$ cat config.mk
export PLATFORM = sky130hd
export DESIGN_NAME = pe_join_fork
export DESIGN_NICKNAME = d
export VERILOG_FILES = /design/src/rtl/defines_pkg.sv /design/src/rtl/pe_delay_line.sv /design/src/rtl/pe_join_fork.sv
export SDC_FILE = /design/constraint.sdc
export NUM_CORES = 1
export LEC_CHECK = 0
export ABC_AREA = 1
export CAP_MARGIN = 15
export CORE_MARGIN = 1.5
export CORE_UTILIZATION = 36
export CTS_CLUSTER_DIAMETER = 200
export DETAILED_ROUTE_END_ITERATION = 8
export HOLD_SLACK_MARGIN = 0.1
export REMOVE_ABC_BUFFERS = 1
export SYNTH_ARGS = -nofsm -noshare
export SYNTH_HDL_FRONTEND = slang
export SYNTH_SLANG_ARGS = --single-unit
export TNS_END_PERCENT = 10
$ cat constraint.sdc
create_clock -name clk -period 4.2 [get_ports clk]
set_input_delay 1.26 -clock clk [delete_from_list [all_inputs] [get_ports clk]]
set_output_delay 1.26 -clock clk [all_outputs]
set_load 0.005 [all_outputs]
$ cat src/rtl/defines_pkg.sv
`default_nettype none
// =============================================================================
// defines_pkg : shared types for the dataflow fabric processing elements
// Rev 1.0 - initial release
// =============================================================================
package defines_pkg;

    typedef enum logic [1:0] {
        PE_OR  = 2'd0,
        PE_AND = 2'd1,
        PE_XOR = 2'd2,
        PE_ADD = 2'd3
    } pe_op_e;

endpackage
`default_nettype wire

$ cat src/rtl/pe_delay_line.sv
`default_nettype none
// =============================================================================
// pe_delay_line : enable-gated valid/data shift register, head is stage DEPTH-1
// Rev 1.0 - initial release
// =============================================================================
module pe_delay_line #(
    parameter int WIDTH = 16,
    parameter int DEPTH = 15
) (
    input  logic             clk,
    input  logic             rst,
    input  logic             en,
    input  logic             in_v,
    input  logic [WIDTH-1:0] in_d,
    output logic             out_v,
    output logic [WIDTH-1:0] out_d,
    output logic [DEPTH-1:0] v
);

    logic [DEPTH-1:0][WIDTH-1:0] d;

    // Data of a bubble entering s0 is not loaded, so idle stages keep old data.
    always_ff @(posedge clk) begin
        if (rst) begin
            v <= '0;
            d <= '0;
        end else if (en) begin
            v[0] <= in_v;
            if (in_v) begin
                d[0] <= in_d;
            end
            for (int i = 1; i < DEPTH; i++) begin
                v[i] <= v[i-1];
                d[i] <= d[i-1];
            end
        end
    end

    assign out_v = v[DEPTH-1];
    assign out_d = d[DEPTH-1];

endmodule
`default_nettype wire

$ cat src/rtl/pe_join_fork.sv
`default_nettype none
// =============================================================================
// pe_join_fork : NUM_IN-way join, runtime reduction, elastic delay, NUM_OUT fork
// Rev 1.0 - initial release
// =============================================================================
module pe_join_fork
    import defines_pkg::*;
#(
    parameter int WIDTH   = 16,
    parameter int LATENCY = 15,
    parameter int NUM_IN  = 2,
    parameter int NUM_OUT = 1
) (
    input  logic                           clk,
    input  logic                           rst,
    input  pe_op_e                         op,
    input  logic [NUM_IN-1:0][WIDTH-1:0]   in_data,
    input  logic [NUM_IN-1:0]              in_valid,
    output logic [NUM_IN-1:0]              in_ready,
    output logic [WIDTH-1:0]               out_data,
    output logic [NUM_OUT-1:0]             out_valid,
    input  logic [NUM_OUT-1:0]             out_ready,
    output logic [31:0]                    fire_count,
    output logic                           busy
);

    logic               v_head;
    logic               retire;
    logic               stall;
    logic               fire;
    logic               enter_v;
    logic [WIDTH-1:0]   result;
    logic [NUM_OUT-1:0] pending;
    logic [LATENCY-1:0] stage_v;

    assign retire = v_head & ((pending & ~out_ready) == '0);
    assign stall  = v_head & ~retire;
    // Reset gating keeps in_ready low while rst is held with valid inputs.
    assign fire     = (&in_valid) & ~stall & ~rst;
    assign in_ready = {NUM_IN{fire}};

    always_comb begin
        result = in_data[0];
        for (int i = 1; i < NUM_IN; i++) begin
            case (op)
                PE_OR:   result = result | in_data[i];
                PE_AND:  result = result & in_data[i];
                PE_XOR:  result = result ^ in_data[i];
                PE_ADD:  result = result + in_data[i];
                default: result = result | in_data[i];
            endcase
        end
    end

    pe_delay_line #(
        .WIDTH (WIDTH),
        .DEPTH (LATENCY)
    ) u_delay (
        .clk   (clk),
        .rst   (rst),
        .en    (~stall),
        .in_v  (fire),
        .in_d  (result),
        .out_v (v_head),
        .out_d (out_data),
        .v     (stage_v)
    );

    // Valid bit of whichever token moves into the head on an unstalled edge.
    generate
        if (LATENCY == 1) begin : g_enter_fire
            assign enter_v = fire;
        end else begin : g_enter_stage
            assign enter_v = stage_v[LATENCY-2];
        end
    endgenerate

    always_ff @(posedge clk) begin
        if (rst) begin
            pending <= '0;
        end else if (!stall) begin
            pending <= {NUM_OUT{enter_v}};
        end else begin
            pending <= pending & ~out_ready;
        end
    end

    always_ff @(posedge clk) begin
        if (rst) begin
            fire_count <= '0;
        end else if (fire) begin
            fire_count <= fire_count + 32'd1;
        end
    end

    assign out_valid = {NUM_OUT{v_head}} & pending;
    assign busy      = |stage_v;

endmodule
`default_nettype wire

==> reports/results.md, run 1 <==
| Metric | Reported |
|---|---|
| Outcome | finished, final reports clean |
| Hold wc startpoint | u_delay.d[141]$_SDFFE_PP0N_ |
| Total of flip-flops plus latches after synthesis | 288 |
| Primary FF master, synth | dfxtp_1 |
| Area Growth Syn to Fin | 17.0% |
| Arrival time of data at the critical path endpoint | 2.67 ns |
| Critical path endpoint category | output port |
| Via count of the first global-routing pass | 9554 |
| First-pass detailed-route iteration total | 5 |
| Number of failing setup endpoints in the final timing report | 0 |
| Number of antenna violations at the first check in global routing | 0 |
| First-pass GRT wire length | 45400 microns |
| I/O pin total | 91 |
| Floorplan row count | 67 |
| Max Cap Violations | 0 |
| Count of distinct cell types in the synthesized netlist | 41 |
| Count of endpoints failing hold in the final timing report | 0 |
| Number of hold buffers added after CTS | 0 |
| Number of buffers inserted to repair setup after CTS | 0 |
| Number of clock sinks seen by CTS | 288 |
| Yosys warning count | 0 |
| Antenna Violating Nets Remaining | 0 |
| Max-Slew Margin vs Limit | 40.7% |
| Clock Skews | 0.0178 ns |
| Final critical-path required period | 3.93 ns |
| Top cells by area in the synthesized netlist | dfxtp_1 (47%), nor2_1 (17%), o21ai_0 (11%) |
| Maximum ir drop on the vdd rail | 0.320 mV |
| Nets@finish | 1817 |
| Final routed wire length divided by cell count | 12.2 microns |
| CTS tree | done |
| Largest buffer count on any clock path | 3 |
| Core Region | 33600 sq um |
| Syn Area/Cell | 7.17 sq um |
| Share of flip-flops with an asynchronous set or reset | 0% |
| Synth top area share | 46.8% |
| Clock transition at the register clock pins on the worst setup and hold paths after CTS | 0.06 ns |
| Clk Latency, worst-skew pair | 0.55 ns |
| Routed wire length | 27100 microns |
| Most instantiated library cell after synthesis | nor2_1 |
| Cell area after placement | 13400 sq um |
| Sequential-to-total area share from yosys stat | 46.8% |
| Slew at the pin with the worst max-slew slack | 0.889 ns |
| Critical path class | in2out |
| Cell at the root of the clock tree | clkbuf_16 |
| Data required, critical path | 2.94 ns |
| Cell count after synthesis | 1719 |
| Leftover overflow at the end of global routing | 0 |
| Synthesized area | 12300 sq um |
| Chip width | 188 microns |
| Routability congestion estimate | 0.811 |
| Static leakage | 5.71 nW |
| Number of flops mapped to enable cells by yosys | 0 |
| Type of the worst min-delay path | reg2reg |
| Maximum fanout count along the critical path | 3 |
| DIE AREA | 35400 sq um |
| Final period utilization | 93.6% |
| CTS H-Tree Depth | 1 |
| Detailed-route via count | 10453 |
| DRC violations left | 0 |
| Die boundary height | 188 microns |
| FMAX | 255 MHz |
| Initial core utilization | 36.7% |
| Launching element of the worst setup path | in_valid[0] |
| Violation count after the first detailed-routing iteration | 879 |
| Unrepaired setup endpoints after global routing | no |
| Combined global-route utilization of all metal layers | 14.9% |
| Category of the worst setup path launch point | input pin |
| Post-synth top cells | nor2_1 (556), dfxtp_1 (288), o21ai_0 (263) |
| Total of buffers placed on input and output ports | 90 |
| Final number of max-transition violations | 0 |
| Number of vias per cell | 4.72 |
| Finished Cell Area | 14400 sq um |
| Worst R2R Start | u_delay.v[14]$_SDFFE_PP0N_ |
| Detailed-placement wirelength estimate | 16100 microns |
| Number of buffers created by CTS | 31 |
| # diodes | 0 |
| Sum of internal, switching and leakage power | 0.00591 W |
| Post-cts resize count | 0 |
| Largest net degree at the start of global routing | 239 |
| Top cell type by total area after synthesis | dfxtp_1 |
| Fraction of layout cells with a size suffix above 1 | 5.15% |
| Fillers | 3449 |
| Pwr Density | 410 nW/um^2 |
-- registers in the layout, summed over array words and instances, names as in the netlist --
name / cells
fire_count: 32
pending: 1
u_delay.d: 224
u_delay.out_d: 16
u_delay.v: 15
-- layout by cell type (no fill, tap or decap), drive strengths merged, types with 13 or more instances in the layout --
| master | n |
|---|---|
| nor2 | 560 |
| dfxtp | 288 |
| o21ai | 263 |
| nand2 | 191 |
| inv | 121 |
| clkdlybuf4s50 | 90 |
| nand3 | 45 |
| clkbuf | 43 |
| a21oi | 41 |
| ha | 33 |
| buf | 13 |
-- kinds of logic after synthesis --
group | count (synthesis) | share of synthesized area [%]
flops | 288 | 46.8
buf+inv | 231 | 8.43
simple gates | 833 | 27.2
compound gates | 327 | 13.7
xor+xnor | 6 | 0.426
fa+ha+maj | 34 | 3.51
-- where the power goes --
| part | switching, W | total, W | internal, W |
|---|---|---|---|
| Clock | 0.00110 | 0.00278 | 0.00168 |
| Sequential | 0.0000106 | 0.00276 | 0.00275 |
| Combinational | 0.000220 | 0.000364 | 0.000144 |
-- area by class of cell --
cell class                      count  area (sq um)  share of cell area (%)
Multi-Input combinational cell   1200          5520                    38.3
Tap cell                          448           561                    3.89
Clock inverter                     14           158                    1.09
Clock buffer                       43           901                    6.25
Inverter                          120           463                    3.21
Sequential cell                   288          5770                    40.0
Timing Repair Buffer              103          1050                    7.27
-- final timing paths --
kind	to	slack, ns	depth (start not counted)
max	in_ready[1]	0.27	6
min	u_delay.d[157]$_SDFFE_PP0N_	0.47	2
max reg2reg	u_delay.d[57]$_SDFFE_PP0N_	2.02	7
min reg2reg	u_delay.d[157]$_SDFFE_PP0N_	0.47	2
-- critical path, stage by stage --
cell and delay, ns:
clkdlybuf4s50_1 0.45, nand2_1 0.09, nor2_1 0.19, nand2_4 0.10, inv_2 0.07, clkdlybuf4s50_1 0.50
-- layer usage --
layer	global-route usage [%]	wire (microns)	part of all wire, %
met4	3.78	537	2.0
met3	2.73	1200	4.4
met1	20.7	13500	50
met2	23.8	11800	44
met5	0	0	0
-- stage by stage --
stage	hold WS [ns]	setup TNS (ns)	utilization (%)	cells	setup slack, ns
6_report	0.473	0	42.9	2216	0.271
5_1_grt	0.492	0	42.9	2216	0.161
4_1_cts	0.477	0	42.9	2216	0.249
3_5_place_dp	0.463	0	39.7	2159	0.255
3_3_place_gp	0.457	0	39.7	2159	0.244
2_1_floorplan	0.448	-1399.70	-	1608	-5.62
No activity file was read; power rests on OpenSTA's default activity.
==> inputs of run 2 (changes only) <==
SETUP_SLACK_MARGIN = 0.4   (was default)
==> run 2 against run 1 <==
  * Setup slack gained 0.32 ns
  * Sequential share of layout area is essentially flat
  * Non-clock buffer count is the same
  * First-iteration DRC count grew 1.3%
  * Final area is essentially flat
  * Global-route usage is essentially flat
  * Combinational power is essentially flat
  * Register-to-register slack is essentially flat
  * Clock-buffer cell count is the same
  * Critical path type unchanged
  * Largest cell class unchanged
  * Largest power group unchanged
  * Highest routed layer unchanged
==> reports/results.md, run 2 (synthesized netlist as in run 1, its figures left out) <==
| Metric | Reported |
|---|---|
| Nets@finish | 1817 |
| Share of power burned in combinational logic | 6.2% |
| Clock Skews | 0.0176 ns |
| Cell count of the worst reg-to-reg path | 7 |
| CTS tree | done |
| Largest stage delay on the critical path | 0.40 ns |
| Final number of max-transition violations | 0 |
| Total of buffers placed on input and output ports | 90 |
| Highest-delay cell along the critical path | clkdlybuf4s50_1 |
| Cell at the root of the clock tree | clkbuf_16 |
| Max Cap Violations | 0 |
| Category of the worst setup path launch point | input pin |
| Critical path class | in2out |
| Commonest cells after routing, fill and taps aside | nor2_1 (555), dfxtp_1 (288), o21ai_0 (263) |
| Largest net degree at the start of global routing | 239 |
| Outcome | finished, final reports clean |
| FMAX | 277 MHz |
| I/O pin total | 91 |
| Switching power | 0.00133 W |
| Cell area after placement | 13400 sq um |
| Floorplan row count | 67 |
| Worst hold path stage count | 2 |
| First-pass detailed-route iteration total | 5 |
| Violation count after the first detailed-routing iteration | 890 |
| Final period utilization | 85.9% |
| Maximum ir drop on the vdd rail | 0.320 mV |
| Clk Latency, worst-skew pair | 0.55 ns |
| Smallest setup slack after layout | 0.594 ns |
| First-pass GRT wire length | 45500 microns |
| Clock transition at the register clock pins on the worst setup and hold paths after CTS | 0.06 ns |
| Number of clock sinks seen by CTS | 288 |
| Number of flip-flops under the largest register name | 224 |
| Finished Cell Area | 14400 sq um |
| Most common library cell in the layout ignoring fill and taps | nor2_1 |
| Pwr Density | 409 nW/um^2 |
| Type of the worst min-delay path | reg2reg |
| Max-Slew Margin vs Limit | 40.5% |
| Count of endpoints failing hold in the final timing report | 0 |
| Setup TNS after final layout | 0 ns |
| Initial core utilization | 36.7% |
| Fraction of layout cells with a size suffix above 1 | 5.26% |
| Seq pwr share | 46.8% |
| Routing usage on met2 | 23.9% |
| # diodes | 0 |
| Detailed-route via count | 10432 |
| Arrival time of data at the critical path endpoint | 2.35 ns |
| Final routed wire length divided by cell count | 12.2 microns |
| Global Route met3 Usage | 2.73% |
| Chip width | 188 microns |
| Number of buffers created by CTS | 31 |
| Worst-case setup slack after placement | 0.255 ns |
| Largest buffer count on any clock path | 3 |
| Leftover overflow at the end of global routing | 0 |
| Int Pwr | 0.00457 W |
| Slew at the pin with the worst max-slew slack | 0.892 ns |
| Maximum fanout count along the critical path | 3 |
| Die boundary height | 188 microns |
| CTS H-Tree Depth | 1 |
| Switching part of the total power | 22.6% |
| Area Growth Syn to Fin | 17.1% |
| Number of antenna violations at the first check in global routing | 0 |
| Met1 usage in global routing | 20.7% |
| Combined global-route utilization of all metal layers | 14.9% |
| Number of buffers inserted to repair setup after CTS | 0 |
| Detailed-placement wirelength estimate | 16100 microns |
| Clock share of power | 47.0% |
| Layer carrying the most global-route usage | met2 |
| Layout Utilization | 42.9% |
| Data required, critical path | 2.94 ns |
| Number of vias per cell | 4.71 |
| Core Region | 33600 sq um |
| Routability congestion estimate | 0.811 |
| Antenna Violating Nets Remaining | 0 |
| Number of failing setup endpoints in the final timing report | 0 |
| Largest reg by FF count | u_delay.d |
| Final critical-path required period | 3.61 ns |
| Via count of the first global-routing pass | 9552 |
| Unrepaired setup endpoints after global routing | no |
| Critical path endpoint category | output port |
| Cell chain of the critical path | clkdlybuf4s50_1 -> or2_4 -> nand2_4 -> inv_2 -> dlygate4sd2_1 |
| DIE AREA | 35400 sq um |
| Static leakage | 5.73 nW |
| DRC violations left | 0 |
| Routed wire length | 27000 microns |
run 2: changes by cell type in the layout (fill, tap and decap cells not counted):
cell	previous run	this run
nand2_1	186	185
nand2_2	4	5
dlygate4sd2_1	0	1
clkdlybuf4s50_1	90	88
dlymetal6s2s_1	0	1
nor2_1	556	555
nor2_4	2	3
run 2: power groups by stage:
stage	logic, W	registers (W)	clock network [W]
floorplan	0.000243	0.00282	0
finish	0.000365	0.00276	0.00278
CTS	0.000365	0.00276	0.00287
detailed placement	0.000361	0.00282	0
global placement	0.000358	0.00282	0
global route	0.000418	0.00276	0.00297
run 2: per-layer routing:
layer / up-vias / share of wire, %
li1: 5492 / -
met2: 163 / 43
met1: 4739 / 50
met3: 38 / 4.6
met5: - / 0
met4: 0 / 2.0
run 2: metrics by stage:
stage | power, W | instances | hold WS (ns)
floorplan | 0.00306 | 1608 | 0.448
global placement | 0.00318 | 2159 | 0.457
detailed placement | 0.00318 | 2159 | 0.463
CTS | 0.00600 | 2216 | 0.477
global route | 0.00615 | 2216 | 0.492
finish | 0.00590 | 2216 | 0.473
run 2: worst paths after layout:
path | endpoint | from | slack (ns)
worst max-delay path | in_ready[1] | out_ready | 0.59
worst min-delay path | u_delay.d[198]$_SDFFE_PP0N_ | u_delay.d[182]$_SDFFE_PP0N_ | 0.47
worst max register to register | u_delay.d[57]$_SDFFE_PP0N_ | u_delay.v[14]$_SDFFE_PP0N_ | 2.03
worst min register to register | u_delay.d[198]$_SDFFE_PP0N_ | u_delay.d[182]$_SDFFE_PP0N_ | 0.47
run 2: layout make-up:
cell class | instances | area, sq um
fillers | 3445 | 19200
flip-flops and latches | 288 | 5770
multi-input cells | 1200 | 5530
repair buffers | 103 | 1050
clock buffers | 43 | 901
well taps | 448 | 561
inverters | 120 | 463
clock inverters | 14 | 158
run 2: worst max-delay path: cells and delay by family:
kind                   cells  cell delay (ns)
buffers and inverters      3             0.70
AND/OR/NAND/NOR            2             0.39
run 2: repair_timing:
action,4_1_cts,5_1_grt
hold buffers,0,0
pin swaps,1,1
gates resized for setup,4,1
setup endpoints to repair,2,1
==> inputs of run 3 (changes only) <==
CORE_ASPECT_RATIO = 1.75   (was default)
RECOVER_POWER = 50   (was default)
==> run 3 against run 2 <==
  * The run now ends with max-capacitance violations, max-slew violations left
  * Critical path depth rose by 1
  * Clock skew is 0.0064 ns lower
  * Largest power group is now registers
  * Clock-buffer cell count decreased by 9
  * Largest cell class unchanged
  * Combinational power about the same
  * Sequential share of layout area grew 0.45 points
  * Die area increased by 0.12%
  * Via count rose by 1.7%
==> reports/results.md, run 3 (synthesized netlist as in run 1, its figures left out) <==
| Metric | Reported |
|---|---|
| Outcome | finished with violations |
| Violations in the final reports | max-capacitance violations, max-slew violations |
| Slew at the pin with the worst max-slew slack | 1.88 ns |
| Number of antenna violations at the first check in global routing | 0 |
| Data required, critical path | 2.94 ns |
| Combined global-route utilization of all metal layers | 15.3% |
| Number of buffers created by CTS | 27 |
| Final number of max-transition violations | 121 |
| Worst R2R Start | u_delay.v[14]$_SDFFE_PP0N_ |
| Clock transition at the register clock pins on the worst setup and hold paths after CTS | 0.07 ns |
| Floorplan row count | 89 |
| Routability congestion estimate | 0.861 |
| Max Cap Violations | 2 |
| Cell at the root of the clock tree | clkbuf_16 |
| Clk Latency, worst-skew pair | 0.53 ns |
| Largest buffer count on any clock path | 3 |
| Detailed-route via count | 10606 |
| Critical path endpoint category | output port |
| Arrival time of data at the critical path endpoint | 2.77 ns |
| Final period utilization | 96.0% |
| Total of buffers placed on input and output ports | 90 |
| # diodes | 0 |
| Unrepaired setup endpoints after global routing | yes |
| Critical path class | in2out |
| Category of the worst setup path launch point | input pin |
| Via count of the first global-routing pass | 9643 |
| I/O pin total | 91 |
| First-pass GRT wire length | 45200 microns |
| Most common library cell in the layout ignoring fill and taps | nor2_1 |
| Number of clock sinks seen by CTS | 288 |
| Pwr Density | 395 nW/um^2 |
| First-pass detailed-route iteration total | 5 |
| Fillers | 3478 |
| Antenna Violating Nets Remaining | 0 |
| Largest reg by FF count | u_delay.d |
| FMAX | 248 MHz |
| Number of vias per cell | 4.78 |
| CTS tree | done |
| Final critical-path required period | 4.03 ns |
| Capturing point of the worst reg2reg path | fire_count[21]$_SDFFE_PP0P_ |
| Hold wc startpoint | u_delay.d[115]$_SDFFE_PP0N_ |
| Routed wire length | 27100 microns |
| Area Growth Syn to Fin | 15.8% |
| Detailed-placement wirelength estimate | 16900 microns |
| DIE AREA | 35400 sq um |
| Largest net degree at the start of global routing | 239 |
| Leftover overflow at the end of global routing | 0 |
| Initial core utilization | 36.5% |
| Static leakage | 5.82 nW |
| Worst slack on hold paths | 0.471 ns |
| Chip width | 143 microns |
| Fraction of layout cells with a size suffix above 1 | 4.48% |
| Maximum fanout count along the critical path | 3 |
| Violation count after the first detailed-routing iteration | 691 |
| Final routed wire length divided by cell count | 12.2 microns |
| Commonest cells after routing, fill and taps aside | nor2_1 (557), dfxtp_1 (288), o21ai_0 (263) |
| Worst-case register-to-register setup slack | 1.01 ns |
| Die boundary height | 248 microns |
| DRC violations left | 0 |
| Core Region | 33700 sq um |
| Type of the worst min-delay path | reg2reg |
| Number of flip-flops under the largest register name | 224 |
| Count of endpoints failing hold in the final timing report | 0 |
| Nets@finish | 1816 |
| Worst hold path stage count | 2 |
| Max-Slew Margin vs Limit | -25.2% |
| Setup TNS after final layout | 0 ns |
| Worst hold endpoint | u_delay.d[131]$_SDFFE_PP0N_ |
| Maximum ir drop on the vdd rail | 0.292 mV |
| Cell count of the worst reg-to-reg path | 10 |
| Number of failing setup endpoints in the final timing report | 0 |
| Number of buffers inserted to repair setup after CTS | 0 |
| CTS H-Tree Depth | 1 |
| Clock Skews | 0.0112 ns |
run 3: metrics by stage:
step | cell area [sq um] | utilization [%] | total power, W | std cells | setup WS [ns]
floorplan | 11700 | - | 0.00306 | 1608 | -5.62
CTS | 14300 | 42.4 | 0.00573 | 2217 | 0.294
global route | 14300 | 42.3 | 0.00587 | 2217 | 0.137
finish | 14300 | 42.3 | 0.00563 | 2217 | 0.169
detailed placement | 13400 | 39.7 | 0.00319 | 2169 | 0.244
global placement | 13400 | 39.7 | 0.00319 | 2169 | 0.255
run 3: where the power goes:
group          switching [W]  internal (W)  total, W
clock                0.00105       0.00146   0.00250
combinational       0.000223      0.000145  0.000368
sequential         0.0000113       0.00275   0.00276
run 3: final cells by class:
| type | count | area (sq um) | share of cell area (%) |
|---|---|---|---|
| tap | 455 | 569 | 3.99 |
| clock inverter | 14 | 160 | 1.12 |
| inverter | 120 | 455 | 3.19 |
| multi-input combinational | 1200 | 5490 | 38.5 |
| clock buffer | 34 | 752 | 5.27 |
| timing repair buffer | 106 | 1080 | 7.57 |
| sequential | 288 | 5770 | 40.4 |
run 3: worst max path at each step:
stage / from / to
2_1_floorplan: out_ready / pending$_SDFF_PP0_
3_3_place_gp: in_valid[0] / in_ready[0]
3_5_place_dp: in_valid[0] / in_ready[1]
4_1_cts: in_valid[0] / in_ready[1]
5_1_grt: in_valid[0] / in_ready[0]
6_report: in_valid[0] / in_ready[1]
run 3: metal layers:
layer | GRT usage, % | wire [microns] | vias up
met2 | 27.3 | 13500 | 175
met3 | 1.74 | 929 | 48
li1 | - | - | 5499
met1 | 18.2 | 11700 | 4884
met5 | 0 | 0 | -
met4 | 6.79 | 968 | 0
run 3: repair_timing:
action,in CTS,in global routing
hold buffers,0,0
resized for setup,1,0
setup endpoints to repair,2,2
pin swaps,0,0
run 3: critical path: stages:
cell and delay (ns):
clkdlybuf4s50_1 0.47, nand2_1 0.07, nor2_2 0.08, nand2_1 0.22, inv_2 0.16, clkdlybuf4s50_1 0.51
